$ cat config.mk
export PLATFORM = sky130hd
export DESIGN_NAME = odd_parity_serial_tx
export DESIGN_NICKNAME = d
export VERILOG_FILES = /design/src/rtl/parity_link_pkg.sv /design/src/rtl/odd_parity_serial_tx_bit_timer.sv /design/src/rtl/odd_parity_serial_tx.sv
export SDC_FILE = /design/constraint.sdc
export NUM_CORES = 1
export LEC_CHECK = 0
export CORE_MARGIN = 2
export CORE_UTILIZATION = 40
export DETAILED_ROUTE_END_ITERATION = 6
export PLACE_DENSITY = 0.72
export SLEW_MARGIN = 25
export SYNTH_ARGS = -nofsm -noshare
export SYNTH_HDL_FRONTEND = slang
export SYNTH_HIERARCHICAL = 1
export SYNTH_SLANG_ARGS = --single-unit
$ cat constraint.sdc
create_clock -name clk -period 3.75 [get_ports clk]
set_clock_uncertainty 0.2 [all_clocks]
set_input_delay 0.9375 -clock clk [delete_from_list [all_inputs] [get_ports clk]]
set_output_delay 0.9375 -clock clk [all_outputs]
set_load 0.02 [all_outputs]
$ cat src/rtl/parity_link_pkg.sv
// Shared types and helpers for the odd-parity serial link.
// Used by both the transmitter and the checker side.
package parity_link_pkg;

  typedef enum logic [2:0] {
    IDLE,
    START,
    DATA,
    PAR,
    STOP
  } tx_state_e;

  localparam logic IDLE_LEVEL  = 1'b1;
  localparam logic START_LEVEL = 1'b0;
  localparam logic STOP_LEVEL  = 1'b1;

  localparam int PAR_MAX_W = 32;

  // Zero-extending the word leaves its XOR unchanged.
  function automatic logic odd_parity(
    input logic [PAR_MAX_W-1:0] word
  );
    return ~^word;
  endfunction

endpackage

$ cat src/rtl/odd_parity_serial_tx_bit_timer.sv
// Bit-period counter: cyc runs 0..BIT_CYCLES-1 while enabled.
// tick_next predicts tick for the following cycle.
module bit_timer #(
  parameter int BIT_CYCLES = 4
) (
  input  logic clk,
  input  logic rst,
  input  logic clear,
  input  logic enable,
  output logic tick,
  output logic tick_next
);

  localparam int CW = (BIT_CYCLES > 1) ? $clog2(BIT_CYCLES) : 1;
  localparam logic [CW-1:0] LAST = CW'(BIT_CYCLES - 1);
  localparam logic [CW-1:0] PRE  =
    (BIT_CYCLES > 1) ? CW'(BIT_CYCLES - 2) : '0;

  logic [CW-1:0] cyc_q;
  logic [CW-1:0] cyc_d;

  assign tick = (cyc_q == LAST);

  always_comb begin
    cyc_d = cyc_q;
    if (clear || tick) begin
      cyc_d = '0;
    end else if (enable) begin
      cyc_d = cyc_q + 1'b1;
    end
  end

  always_comb begin
    if (BIT_CYCLES == 1) begin
      tick_next = 1'b1;
    end else begin
      tick_next = enable && !clear && (cyc_q == PRE);
    end
  end

  always_ff @(posedge clk) begin
    if (rst) begin
      cyc_q <= '0;
    end else begin
      cyc_q <= cyc_d;
    end
  end

endmodule

$ cat src/rtl/odd_parity_serial_tx.sv
// Serial transmitter: start, data MSB first, odd parity, stop.
// All line outputs are registered from next-state values.
module odd_parity_serial_tx
  import parity_link_pkg::*;
#(
  parameter int DATA_W     = 4,
  parameter int BIT_CYCLES = 4
) (
  input  logic              clk,
  input  logic              rst,
  input  logic [DATA_W-1:0] in_data,
  input  logic              in_valid,
  output logic              in_ready,
  output logic              tx,
  output logic              parity,
  output logic              busy,
  output logic              done
);

  localparam int IW = (DATA_W > 1) ? $clog2(DATA_W) : 1;
  localparam logic [IW-1:0] TOP_IDX = IW'(DATA_W - 1);

  tx_state_e         state_q, state_d;
  logic [IW-1:0]     idx_q, idx_d;
  logic [DATA_W-1:0] word_q, word_d;
  logic              parity_q, parity_d;
  logic              tx_q, tx_d;
  logic              busy_q, busy_d;
  logic              done_q, done_d;

  logic accept;
  logic tick;
  logic tick_next;

  assign in_ready = (state_q == IDLE);
  assign accept   = in_ready && in_valid;

  bit_timer #(
    .BIT_CYCLES(BIT_CYCLES)
  ) u_timer (
    .clk      (clk),
    .rst      (rst),
    .clear    (accept),
    .enable   (state_q != IDLE),
    .tick     (tick),
    .tick_next(tick_next)
  );

  always_comb begin
    state_d  = state_q;
    idx_d    = idx_q;
    word_d   = word_q;
    parity_d = parity_q;
    unique case (state_q)
      IDLE: begin
        if (in_valid) begin
          word_d   = in_data;
          parity_d = odd_parity(PAR_MAX_W'(in_data));
          state_d  = START;
        end
      end
      START: begin
        if (tick) begin
          state_d = DATA;
          idx_d   = TOP_IDX;
        end
      end
      DATA: begin
        if (tick) begin
          if (idx_q == '0) begin
            state_d = PAR;
          end else begin
            idx_d = idx_q - 1'b1;
          end
        end
      end
      PAR: begin
        if (tick) state_d = STOP;
      end
      STOP: begin
        if (tick) state_d = IDLE;
      end
      default: state_d = IDLE;
    endcase
  end

  // Outputs reflect the state being entered, so they stay registered.
  always_comb begin
    tx_d = IDLE_LEVEL;
    unique case (state_d)
      IDLE:    tx_d = IDLE_LEVEL;
      START:   tx_d = START_LEVEL;
      DATA:    tx_d = word_d[idx_d];
      PAR:     tx_d = parity_d;
      STOP:    tx_d = STOP_LEVEL;
      default: tx_d = IDLE_LEVEL;
    endcase
    busy_d = (state_d != IDLE);
    done_d = (state_d == STOP) && tick_next;
  end

  always_ff @(posedge clk) begin
    if (rst) begin
      state_q  <= IDLE;
      idx_q    <= '0;
      word_q   <= '0;
      parity_q <= 1'b0;
      tx_q     <= IDLE_LEVEL;
      busy_q   <= 1'b0;
      done_q   <= 1'b0;
    end else begin
      state_q  <= state_d;
      idx_q    <= idx_d;
      word_q   <= word_d;
      parity_q <= parity_d;
      tx_q     <= tx_d;
      busy_q   <= busy_d;
      done_q   <= done_d;
    end
  end

  assign tx     = tx_q;
  assign parity = parity_q;
  assign busy   = busy_q;
  assign done   = done_q;

endmodule

==> flow_metrics.tcl, run 1 <==
set metrics [dict create \
    status "complete, no violations" \
    drtIter0Drc 3 \
    leakage_nw 0.340 \
    ir_worst_vdd_mv 0.216 \
    ys_warn_count 6 \
    nets 106 \
    slew_violations 0 \
    setup_tns_ps 0 \
    num_io_pins 12 \
    critical-path-slowest-cell "clkdlybuf4s50_1" \
    power_density_nw_per_um2 362 \
    synth-xor-area-share_pct 5.87 \
    cp_max_fo 11 \
    drive_gt1_share_pct 12.5 \
    fin_util_pct 51.1 \
    cts_hold_buf 0 \
    gr-total-overflow 0 \
    dp_hpwl_um 1110 \
    slew_headroom_pct 68.4 \
    die_w_um 47.2 \
    synth_adder_area_share_pct 3.36 \
    syn-num-nets 94 \
    drv_cap 0 \
    grt_max_degree 14 \
    worst_pin_slew_ps 472 \
    n_fill_cell 175 \
    cts_resized 0 \
    clock_latency_ps 290 \
    syn_area_um2 746 \
    firstDrtPassIters 3 \
    crit_path_start_kind "flip-flop" \
    setup_viol 0 \
    cts_made_buffers 3 \
    remaining_drc_errors 0 \
    grt_pass1_wl_um 2440 \
    path_delay_family "buffers and inverters" \
    cts_tree "done" \
    dp_slack_ps 1200 \
    detail-route-antenna-nets 0 \
    synth_cells 85 \
    critPathBufInv 1 \
    fp.dieH_um 47.2 \
    portBuffers 11 \
    period_share_pct 76.4 \
    area_delta_synth_final_pct 19.6 \
    synth-main-ff-cell "dfxtp_1" \
    vias_per_cell 5.05 \
    diodes 0 \
    worstPathArrival_ps 1730 \
    min_path_type "flip-flop to flip-flop" \
    start_util_pct 42.7 \
    clock_path_buffers 2 \
    worstPathRequired_ps 2610 \
    place_area_um2 865 \
    path_cells "nor3_1 -> clkdlybuf4s50_1" \
    ctsRootBufferMaster "clkbuf_4" \
    wl_um 1490 \
    synth_cell_types 32 \
    die-area_um2 2230 \
    muxShareOfSynthArea_pct 4.53 \
    cts_sinks 15 \
    synth_edf_count 0 \
    track_usage_pct 16.1 \
    grt_setup_unrepaired "false" \
    seq_area_frac_synth_pct 40.3 \
    timing.final.ws_setup_ps 884 \
    synth-simple-area-share_pct 25.2 \
    wire_per_inst_um 12.3 \
    crit_type "flip-flop to output pin" \
    synth_top_family_by_area "simple AND/OR/NAND/NOR gates" \
    max_freq_ghz 0.349 \
    seqCellArea_um2 300 \
    crit_path_max_incr_delay_ps 670 \
    postCtsSetupRepairBufs 0 \
    synth_compound_area_share_pct 15.8 \
    antenna_found_initial 0 \
    htreeDepth 1 \
    row_count 15 \
    gp_congestion 0.763 \
    hold_violations 0 \
    ys_ff_latch 15 \
    core_um2 1750 \
    synthArstFlopShare_pct 0 \
    finalPower_mw 0.323 \
    final_design_area_no_fill_um2 892 \
    min_period_ps 2870 \
    route.vias.total 611 \
    synth_area_per_cell_um2 8.77 \
    grt_pass1_vias 585 \
    clk_pin_slew_worst_paths_ps 100 \
    multi_input_area_um2 408 \
    end_kind "output pin" \
]
## cells in the mapped netlist (all sizes together) (2+ instances only)
cell type,n,area share (%)
dfxtp,15,40
nand2,14,7.0
a21oi,9,6.0
nor2b,5,5.2
nor3,5,3.4
inv,4,2.0
nor2,4,2.0
clkbuf,3,1.5
xnor2,3,3.5
ha,2,3.4
o21ai,2,1.3
xor2,2,2.3
## where the power goes
| part | leakage (nW) | internal, mW | switching [mW] |
|---|---|---|---|
| Clock | 0.0177 | 0.0397 | 0.0553 |
| Combinational | 0.199 | 0.0271 | 0.0261 |
| Sequential | 0.123 | 0.167 | 0.00768 |
| Total | 0.340 | 0.234 | 0.0890 |
## registers in the layout (all words and copies together), names as in the netlist
signal and cells:
word_q 4, state_q 3, idx_q 2, u_timer/cyc_q 2
busy 1, done 1, parity 1, tx 1
## kinds of logic after synthesis
logic type | count (synthesis)
AOI/OAI and AO/OA | 18
xor gates and xnor gates | 5
adders and majority gates | 2
buffers and inverters | 8
DFF | 15
muxes | 2
and+or+nand+nor | 35
## through the flow
step | instances | hold slack [ps]
2_1_floorplan | 85 | 233
3_3_place_gp | 117 | 243
3_5_place_dp | 117 | 251
4_1_cts | 121 | 274
5_1_grt | 121 | 300
6_report | 121 | 271
## placed cells by master, fill, tap and decap left out, drive strengths merged, types with 2 or more instances in the layout
cell type      netlist  layout
ha                   2       2
nor2                 4       4
nor3                 5       5
xor2                 2       2
inv                  4       4
nor2b                5       5
clkdlybuf4s50        0      11
clkbuf               3       3
a21oi                9       9
nand2               14      14
o21ai                2       2
dfxtp               15      15
xnor2                3       3
## layer usage
metal	global-route usage [%]	vias up	routed length (um)
met1	17.1	286	624
met3	6.15	4	51
met4	6.67	0	19
li1	-	311	-
met2	28.5	10	790
met5	0	-	0
## cell type report
type / count / area share, %
Multi-Input combinational cell: 62 / 45.7
Clock buffer: 3 / 2.52
Inverter: 4 / 1.68
Sequential cell: 15 / 33.7
Timing Repair Buffer: 11 / 12.3
Tap cell: 25 / 3.51
Clock inverter: 1 / 0.561
## final timing paths
kind	startpoint	to	depth (start not counted)	slack [ps]
worst min register to register	word_q[0]	word_q[0]	2	270
worst min-delay path	word_q[0]	word_q[0]	2	270
worst max-delay path	state_q[1]	in_ready	2	880
worst max register to register	u_timer/cyc_q[0]	tx	5	1590
## worst register-to-register path, stage by stage (launching register included)
cell and delay (ps):
dfxtp_1 390, ha_1 360, nand2b_1 120, o2bb2ai_1 260, mux4_2 530, a21o_1 190
(Power assumes the default switching activity.)
==> run 2: changes to the inputs <==
--- a/config.mk
+++ b/config.mk
@@ -8,7 +8,7 @@
 export CORE_MARGIN = 2
 export CORE_UTILIZATION = 40
 export DETAILED_ROUTE_END_ITERATION = 6
-export PLACE_DENSITY = 0.72
+export PLACE_DENSITY = 0.74
 export SLEW_MARGIN = 25
 export SYNTH_ARGS = -nofsm -noshare
 export SYNTH_HDL_FRONTEND = slang
==> constraint.sdc (replaced) <==
create_clock -name clk -period 2.6 [get_ports clk]
set_clock_uncertainty 0.2 [all_clocks]
set_input_delay 0.65 -clock clk [delete_from_list [all_inputs] [get_ports clk]]
set_output_delay 0.65 -clock clk [all_outputs]
set_load 0.02 [all_outputs]
==> run 2 against run 1 <==
Non-clock buffer count is 1 higher. Utilization is 0.72 points higher. Total power is 44% higher. Count of clock-buffer cells in the layout stayed put. Critical endpoint unchanged. Largest power group unchanged.
==> flow_metrics.tcl, run 2 (synthesis results as in run 1) <==
set metrics [dict create \
    cts_tree "done" \
    power_density_nw_per_um2 513 \
    htreeDepth 1 \
    ir_worst_vdd_mv 0.345 \
    nets 107 \
    critical-path-slowest-cell "clkdlybuf4s50_1" \
    hold_violations 0 \
    grt_setup_unrepaired "false" \
    start_util_pct 42.7 \
    period_share_pct 95.1 \
    worstPathArrival_ps 1620 \
    cp_max_fo 11 \
    die-area_um2 2230 \
    fp.dieH_um 47.2 \
    regMostFlops "word_q" \
    intPower_mw 0.339 \
    end_kind "output pin" \
    remaining_drc_errors 0 \
    vias_per_cell 4.98 \
    p_sw_share_pct 27.0 \
    top_regs "word_q: 4 flops, state_q: 3 flops" \
    grt_max_degree 13 \
    slew_headroom_pct 70.2 \
    dp_hpwl_um 1180 \
    firstDrtPassIters 4 \
    layout_common_cells "dfxtp_1, nand2_1, clkdlybuf4s50_1, a21oi_1" \
    finalPower_mw 0.464 \
    max_freq_ghz 0.404 \
    layout_commonest_cell "dfxtp_1" \
    track_usage_pct 16.1 \
    die_w_um 47.2 \
    crit_type "flip-flop to output pin" \
    cts_hold_buf 0 \
    portBuffers 11 \
    core_um2 1750 \
    wl_um 1510 \
    setup_tns_ps 0 \
    gr-total-overflow 0 \
    final_design_area_no_fill_um2 905 \
    gp_congestion 0.753 \
    power.switching_mw 0.125 \
    detail-route-antenna-nets 0 \
    cts_made_buffers 3 \
    diodes 0 \
    clockPowerShare_pct 28.7 \
    finalNonFillerCells 122 \
    area_delta_synth_final_pct 21.3 \
    grt_pass1_vias 535 \
    n_fill_cell 162 \
    drv_cap 0 \
    drive_gt1_share_pct 14.4 \
    clk_pin_slew_worst_paths_ps 90 \
    seqPwrFrac_pct 54.4 \
    leakage_nw 0.347 \
    worst_pin_slew_ps 446 \
    status "complete, no violations" \
    crit_path_start_kind "flip-flop" \
    row_count 15 \
    timing.final.ws_setup_ps 126 \
    wire_per_inst_um 12.3 \
    min_path_type "flip-flop to flip-flop" \
    clock_latency_ps 290 \
    clock_path_buffers 2 \
    drtIter0Drc 9 \
    antenna_found_initial 0 \
    largest_reg_flops 4 \
    place_area_um2 872 \
    num_io_pins 12 \
    min_period_ps 2470 \
    crit_path_max_incr_delay_ps 640 \
    cts_sinks 15 \
    grt_pass1_wl_um 2320 \
    worstPathRequired_ps 1750 \
    place_inst 118 \
    setup_viol 0 \
    pwr-share-comb_pct 16.9 \
    ctsRootBufferMaster "clkbuf_4" \
    dp_slack_ps 329 \
    route.vias.total 607 \
    path_cells "nor3_2 -> clkdlybuf4s50_1" \
    slew_violations 0 \
]
==> run 2: power groups by stage <==
stage	registers [mW]	logic, mW	clock network (mW)
after floorplan	0.257	0.0464	0
after global placement	0.256	0.0762	0
after detailed placement	0.257	0.0784	0
final	0.252	0.0783	0.133
after CTS	0.252	0.0791	0.139
after global routing	0.254	0.0857	0.147
==> run 2: area by class of cell <==
type                            count  area [um^2]  area share, %
Clock buffer                        3         22.5           2.49
Inverter                            4         15.0           1.66
Multi-Input combinational cell     62          413           45.6
Clock inverter                      1         5.00          0.553
Tap cell                           25         31.3           3.46
Timing Repair Buffer               12          118           13.0
Sequential cell                    15          300           33.2
==> run 2: metrics by stage <==
stage	util, %	hold slack, ps
5_1_grt	51.8	282
6_report	51.8	265
2_1_floorplan	-	233
3_3_place_gp	50.0	245
3_5_place_dp	50.0	253
4_1_cts	51.5	266
==> run 2: worst paths after layout <==
path | start | to | slack (ps) | cells after the start
hold reg to reg | word_q[2] | word_q[2] | 260 | 2
setup reg to reg | u_timer/cyc_q[0] | tx | 400 | 5
setup / recovery | state_q[1] | in_ready | 130 | 2
hold / removal | word_q[2] | word_q[2] | 260 | 2
==> run 2: worst max-delay path: cells and delay by family, from the launching register on <==
family	cells	cell delay, ps
buffers and inverters	1	640
DFF	1	430
and+or+nand+nor	1	260
==> run 2: per-layer routing <==
metal | share of wire, % | track usage, % | vias to the layer above
met5 | 0 | 0 | -
met3 | 3.1 | 5.00 | 2
met4 | 0.80 | 10.0 | 0
met2 | 54 | 27.9 | 10
met1 | 42 | 16.7 | 282
li1 | - | - | 313
==> run 2: timing repair <==
| action | 4_1_cts | 5_1_grt |
|---|---|---|
| buffers inserted | 0 | 0 |
| endpoints found under the setup margin | 0 | 1 |
| resized for setup | 0 | 1 |
